<file path="src/rtl/reg_snapshot_reader_pkg.sv">
// Shared types and constants for the x/y snapshot readback path.
package reg_snapshot_reader_pkg;

  typedef enum logic {
    IDLE  = 1'b0,
    SHIFT = 1'b1
  } state_e;

  // Register block widths; the readback frame must track these.
  localparam int DEF_XW = 3;
  localparam int DEF_YW = 8;

  function automatic int frame_len(input int xw, input int yw);
    return xw + yw;
  endfunction

endpackage

</file>
<file path="src/rtl/reg_snapshot_reader_if.sv">
// Bit-serial readout channel. Valid/ready: a bit transfers on a rising edge where
// sout_valid and sout_ready are both high; once valid rises, data/last hold until that transfer.
interface reg_snapshot_reader_if;
  logic sout_valid;
  logic sout_data;
  logic sout_last;
  logic sout_ready;

  modport master (output sout_valid, output sout_data, output sout_last, input sout_ready);
  modport slave  (input sout_valid, input sout_data, input sout_last, output sout_ready);
endinterface

</file>
<file path="src/rtl/reg_snapshot_reader_piso_shifter.sv">
// Parallel-load, LSB-first shift register with a bit counter and last-bit flag.
module piso_shifter #(
  parameter int W  = 11,
  parameter int CW = 4
) (
  input  logic         clk,
  input  logic         rst,
  input  logic         load_i,
  input  logic [W-1:0] load_data_i,
  input  logic         shift_i,
  output logic         bit_o,
  output logic         last_o
);

  logic [W-1:0]  shreg_q, shreg_d;
  logic [CW-1:0] cnt_q, cnt_d;

  always_comb begin
    shreg_d = shreg_q;
    cnt_d   = cnt_q;
    if (load_i) begin
      shreg_d = load_data_i;
      cnt_d   = '0;
    end else if (shift_i) begin
      shreg_d = {1'b0, shreg_q[W-1:1]};
      cnt_d   = cnt_q + 1'b1;
    end
  end

  always_ff @(posedge clk or posedge rst) begin
    if (rst) begin
      shreg_q <= '0;
      cnt_q   <= '0;
    end else begin
      shreg_q <= shreg_d;
      cnt_q   <= cnt_d;
    end
  end

  assign bit_o  = shreg_q[0];
  assign last_o = (cnt_q == CW'(W - 1));

endmodule

</file>
<file path="src/rtl/reg_snapshot_reader.sv">
// Captures live x/y register values on request and streams {y, x} LSB first.
module reg_snapshot_reader
  import reg_snapshot_reader_pkg::*;
#(
  parameter int XW = DEF_XW,
  parameter int YW = DEF_YW
) (
  input  logic                   clk,
  input  logic                   rst,
  input  logic [XW-1:0]          x_val,
  input  logic [YW-1:0]          y_val,
  input  logic                   snap_req,
  input  logic                   clr_drop,
  output logic                   busy,
  output logic                   snap_done,
  output logic                   snap_drop,
  reg_snapshot_reader_if.master  sout,
  output state_e                 dbg_state_o
);

  localparam int FW = frame_len(XW, YW);
  localparam int CW = (FW > 1) ? $clog2(FW) : 1;

  state_e state_q, state_d;
  logic   done_q, done_d;
  logic   drop_q, drop_d;
  logic   load, shift, sh_bit, sh_last;

  piso_shifter #(.W(FW), .CW(CW)) u_piso (
    .clk         (clk),
    .rst         (rst),
    .load_i      (load),
    .load_data_i ({y_val, x_val}),
    .shift_i     (shift),
    .bit_o       (sh_bit),
    .last_o      (sh_last)
  );

  always_comb begin
    state_d = state_q;
    done_d  = 1'b0;
    load    = 1'b0;
    shift   = 1'b0;
    unique case (state_q)
      IDLE: begin
        if (snap_req) begin
          load    = 1'b1;
          state_d = SHIFT;
        end
      end
      SHIFT: begin
        shift = sout.sout_ready;
        if (sout.sout_ready && sh_last) begin
          state_d = IDLE;
          done_d  = 1'b1;
        end
      end
    endcase
  end

  // A request that finds the shifter busy only leaves a sticky mark; set beats clear.
  always_comb begin
    drop_d = drop_q;
    if (state_q == SHIFT && snap_req) drop_d = 1'b1;
    else if (clr_drop)                drop_d = 1'b0;
  end

  always_ff @(posedge clk or posedge rst) begin
    if (rst) begin
      state_q <= IDLE;
      done_q  <= 1'b0;
      drop_q  <= 1'b0;
    end else begin
      state_q <= state_d;
      done_q  <= done_d;
      drop_q  <= drop_d;
    end
  end

  assign busy            = (state_q == SHIFT);
  assign sout.sout_valid = busy;
  assign sout.sout_data  = busy & sh_bit;
  assign sout.sout_last  = busy & sh_last;
  assign snap_done       = done_q;
  assign snap_drop       = drop_q;
  assign dbg_state_o     = state_q;

endmodule

</file>
<file path="src/flat_wrapper.sv">
// flat-port wrapper written by rule: the top's interface ports become plain ports
module reg_snapshot_reader_flat import reg_snapshot_reader_pkg::*;
#(
  parameter int XW = DEF_XW,
  parameter int YW = DEF_YW
)
  (clk, rst, x_val, y_val, snap_req, clr_drop, busy, snap_done, snap_drop, dbg_state_o, sout_sout_valid, sout_sout_data, sout_sout_last, sout_sout_ready);
  reg_snapshot_reader_if sout_i ();
  input  logic clk;
  input  logic rst;
  input  logic [XW-1:0] x_val;
  input  logic [YW-1:0] y_val;
  input  logic snap_req;
  input  logic clr_drop;
  output logic busy;
  output logic snap_done;
  output logic snap_drop;
  output state_e dbg_state_o;
  output wire logic [$bits(sout_i.sout_valid)-1:0] sout_sout_valid;
  output wire logic [$bits(sout_i.sout_data)-1:0] sout_sout_data;
  output wire logic [$bits(sout_i.sout_last)-1:0] sout_sout_last;
  input wire logic [$bits(sout_i.sout_ready)-1:0] sout_sout_ready;
  assign sout_sout_valid = sout_i.sout_valid;
  assign sout_sout_data = sout_i.sout_data;
  assign sout_sout_last = sout_i.sout_last;
  assign sout_i.sout_ready = sout_sout_ready;
  reg_snapshot_reader #(.XW(XW), .YW(YW)) u_core (.clk(clk), .rst(rst), .x_val(x_val), .y_val(y_val), .snap_req(snap_req), .clr_drop(clr_drop), .busy(busy), .snap_done(snap_done), .snap_drop(snap_drop), .sout(sout_i), .dbg_state_o(dbg_state_o));
endmodule
</file>
<file path="config.mk">
export PLATFORM = sky130hd
export DESIGN_NAME = reg_snapshot_reader_flat
export DESIGN_NICKNAME = d
export VERILOG_FILES = /design/src/rtl/reg_snapshot_reader_pkg.sv /design/src/rtl/reg_snapshot_reader_if.sv /design/src/rtl/reg_snapshot_reader_piso_shifter.sv /design/src/rtl/reg_snapshot_reader.sv /design/src/flat_wrapper.sv
export SDC_FILE = /design/constraint.sdc
export NUM_CORES = 1
export LEC_CHECK = 0
export CORE_ASPECT_RATIO = 0.9
export CORE_UTILIZATION = 44
export CTS_CLUSTER_DIAMETER = 120
export CTS_CLUSTER_SIZE = 10
export DETAILED_ROUTE_END_ITERATION = 7
export PLACE_DENSITY = 0.73
export SLEW_MARGIN = 20
export SYNTH_ARGS = -nofsm -noshare
export SYNTH_HDL_FRONTEND = slang
export SYNTH_HIERARCHICAL = 1
export SYNTH_SLANG_ARGS = --single-unit
</file>
<file path="constraint.sdc">
create_clock -name clk -period 1.5 [get_ports clk]
set_clock_uncertainty 0.05 [all_clocks]
set_input_delay 0.3 -clock clk [delete_from_list [all_inputs] [get_ports clk]]
set_output_delay 0.3 -clock clk [all_outputs]
set_load 0.02 [all_outputs]
</file>
==> impl_metrics.csv <==
group,metric,value,unit
route,drcViolationCount,0,
timing,setup-violations-final,1,
finish,postLayoutCoreUtil,0.653,
route,wl_per_cell,11.0,um
clocking,cts_made_buffers,3,
die,core,1930,um^2
synth,ys_ff_latch,18,
critical_path,worstPathArrival,1.32,ns
power_and_ir_drop,irDropWorstVdd,0.890,mV
critical_path,critPathLaunchType,"flop",
timing,worst_slack,-0.168,ns
worst_hold_path,hp-class,"input port to async pin",
route,first_pass_iters,3,
critical_path,crit_required,1.15,ns
placement,routabilityCongestion,0.742,
clocking,h-tree-depth,1,
clocking,cts-root-buf,"clkbuf_4",
placement,dp_hpwl,1.19,mm
run_status,status,"finished with violations",
critical_path,crit_fanout,2,
finish,antenna_cells,0,
finish,area_growth,39.0,%
clocking,ctsHoldBuffers,0,
die,die_x,49.9,um
critical_path,crit_type,"flop to primary output",
placement,placed_area,1210,um^2
die,pin_count,23,
grt,grt_max_degree,16,
critical_path,slowest_stage,"dfrtp_1",
clocking,clkTransAtPathRegs,0.10,ns
timing,finalHoldViolCount,0,
grt,grt_pass1_vias,618,
critical_path,end_kind,"primary output",
timing,fin_crit_sh,1.11,
timing,slew_headroom,0.862,
route,wl,1.59,mm
critical_path,crit_chain,"inv_1 > ha_1 > nand2_1 > nor2_2 > and2_4 > buf_6",
synth,postSynthAreaPerCell,10.7,um^2
die,dieArea,2250,um^2
critical_path,cp_slowest_stage_delay,0.39,ns
synth,synth.yosys.seq_area_share,0.496,
finish,final_cell_mix,"dfrtp_1 (17), clkdlybuf4s50_1 (15), buf_4 (14)",
synth,syn_inst,85,
finish,final_cell_area,1260,um^2
route,first_iter_violations,4,
run_status,violations,"negative setup slack",
synth,synthArstFlopShare,1.00,
grt,antenna_found_initial,0,
synth,ys_types,25,
route,vias,661,
synth,synth_warnings,6,
clocking,cts_buffer_depth,2,
grt,grt_overflow,0,
grt,grt_first_pass_wirelength,2.75,mm
grt,grt_usage,0.170,
clocking,cts_tree,"yes",
synth,synth_ff_type,"dfrtp_1",
power_and_ir_drop,p_per_area,1490,nW/um^2
finish,nets,138,
job,drv_cap,0,
finish,drive_gt1_frac,0.303,
finish,mostFrequentLayoutCell,"dfrtp_1",
power_and_ir_drop,leakagePower,0.616,nW
placement,port_buffers,22,
synth,syn_area,908,um^2
finish,fillers,162,
timing,post-route-min-period,1.67,ns
timing,rsz0062_at_grt,"true",
die,start_util,0.470,
power_and_ir_drop,power,1.88,mW
route,ant_nets,0,
synth,synth_edf_count,0,
clocking,clock_latency,0.29,ns
die,die_height,45.1,um
timing,worst_pin_slew,0.206,ns
route,via_per_inst,4.59,
synth,synth_nets,103,
timing,fmaxAchievable,0.600,GHz
timing,slew_violations,0,
die,placementRows,15,
clocking,clock_sinks,18,
[cells by family after synthesis]
logic type	share of synthesized area
adders and majority gates	0.0275
and+or+nand+nor	0.157
buffers and inverters	0.0785
muxes	0.127
DFF	0.496
AOI/OAI and AO/OA	0.105
xor gates and xnor gates	0.00964
[layout make-up]
class	instances	area, um^2	share of cell area
multi-input cells	56	392	0.310
well taps	25	31.3	0.0248
flip-flops and latches	18	452	0.358
repair buffers	37	337	0.267
inverters	4	15.0	0.0119
clock buffers	4	36.3	0.0287
[power breakdown]
part           switching (mW)  leakage [nW]  internal (mW)
Clock                   0.149        0.0210          0.148
Combinational           0.373         0.367          0.466
Sequential             0.0884         0.228          0.650
Total                   0.611         0.616           1.26
[flip-flops by register name (all words and copies together), names as in the netlist]
name,cells
u_core/busy,1
u_core/snap_done,1
u_core/snap_drop,1
u_core/u_piso/cnt_q,4
u_core/u_piso/shreg_q,11
[path summary, 6_finish.rpt]
kind                                             end  slack, ns                       from  cells after the start
setup / recovery                      sout_sout_last      -0.17     u_core/u_piso/cnt_q[0]                      6
hold / removal                      u_core/snap_drop       0.14                        rst                      2
setup reg to reg              u_core/u_piso/cnt_q[3]       0.07                u_core/busy                      5
hold reg to reg            u_core/u_piso/shreg_q[10]       0.46  u_core/u_piso/shreg_q[10]                      1
max in group asynchronous     u_core/u_piso/cnt_q[3]       0.94                        rst                      3
min in group clk           u_core/u_piso/shreg_q[10]       0.46  u_core/u_piso/shreg_q[10]                      1
[per-stage QoR]
step,hold WS [ns],std cells,worst slack [ns],TNS [ns]
3_3_place_gp,0.431,138,-0.266,-1.32
6_report,0.136,144,-0.168,-0.168
2_1_floorplan,0.00364,85,0.0412,0
3_5_place_dp,0.438,138,-0.311,-1.61
4_1_cts,0.123,143,-0.166,-0.166
5_1_grt,0.139,144,-0.269,-0.269
[what timing repair did]
action | in CTS | in global routing
gates resized for setup | 24 | 2
setup buffers | 1 | 1
setup endpoints to repair | 7 | 3
pin swaps | 2 | 1
[layer usage]
layer  global-route usage  routed length (um)
met1                0.206                 745
met2                0.289                 767
met3               0.0707                  72
met4               0.0343                   0
met5                    0                   0
[worst max-delay path: cells and delay by family (launching register included)]
kind,cells,cell delay (ns)
buffers and inverters,2,0.16
and+or+nand+nor,3,0.34
DFF,1,0.39
adders and majority gates,1,0.14
[synthesized netlist by cell type (2+ instances only)]
cell type,number,area [um^2]
o21ai_0,7,35.0
nand2_1,12,45.0
buf_4,2,15.0
nor2_1,6,22.5
buf_2,3,15.0
o21ai_1,4,20.0
inv_1,4,15.0
ha_1,2,25.0
and2_2,3,22.5
dfrtp_1,18,450
mux2i_1,10,100
Power figures use the tool's default switching activity.
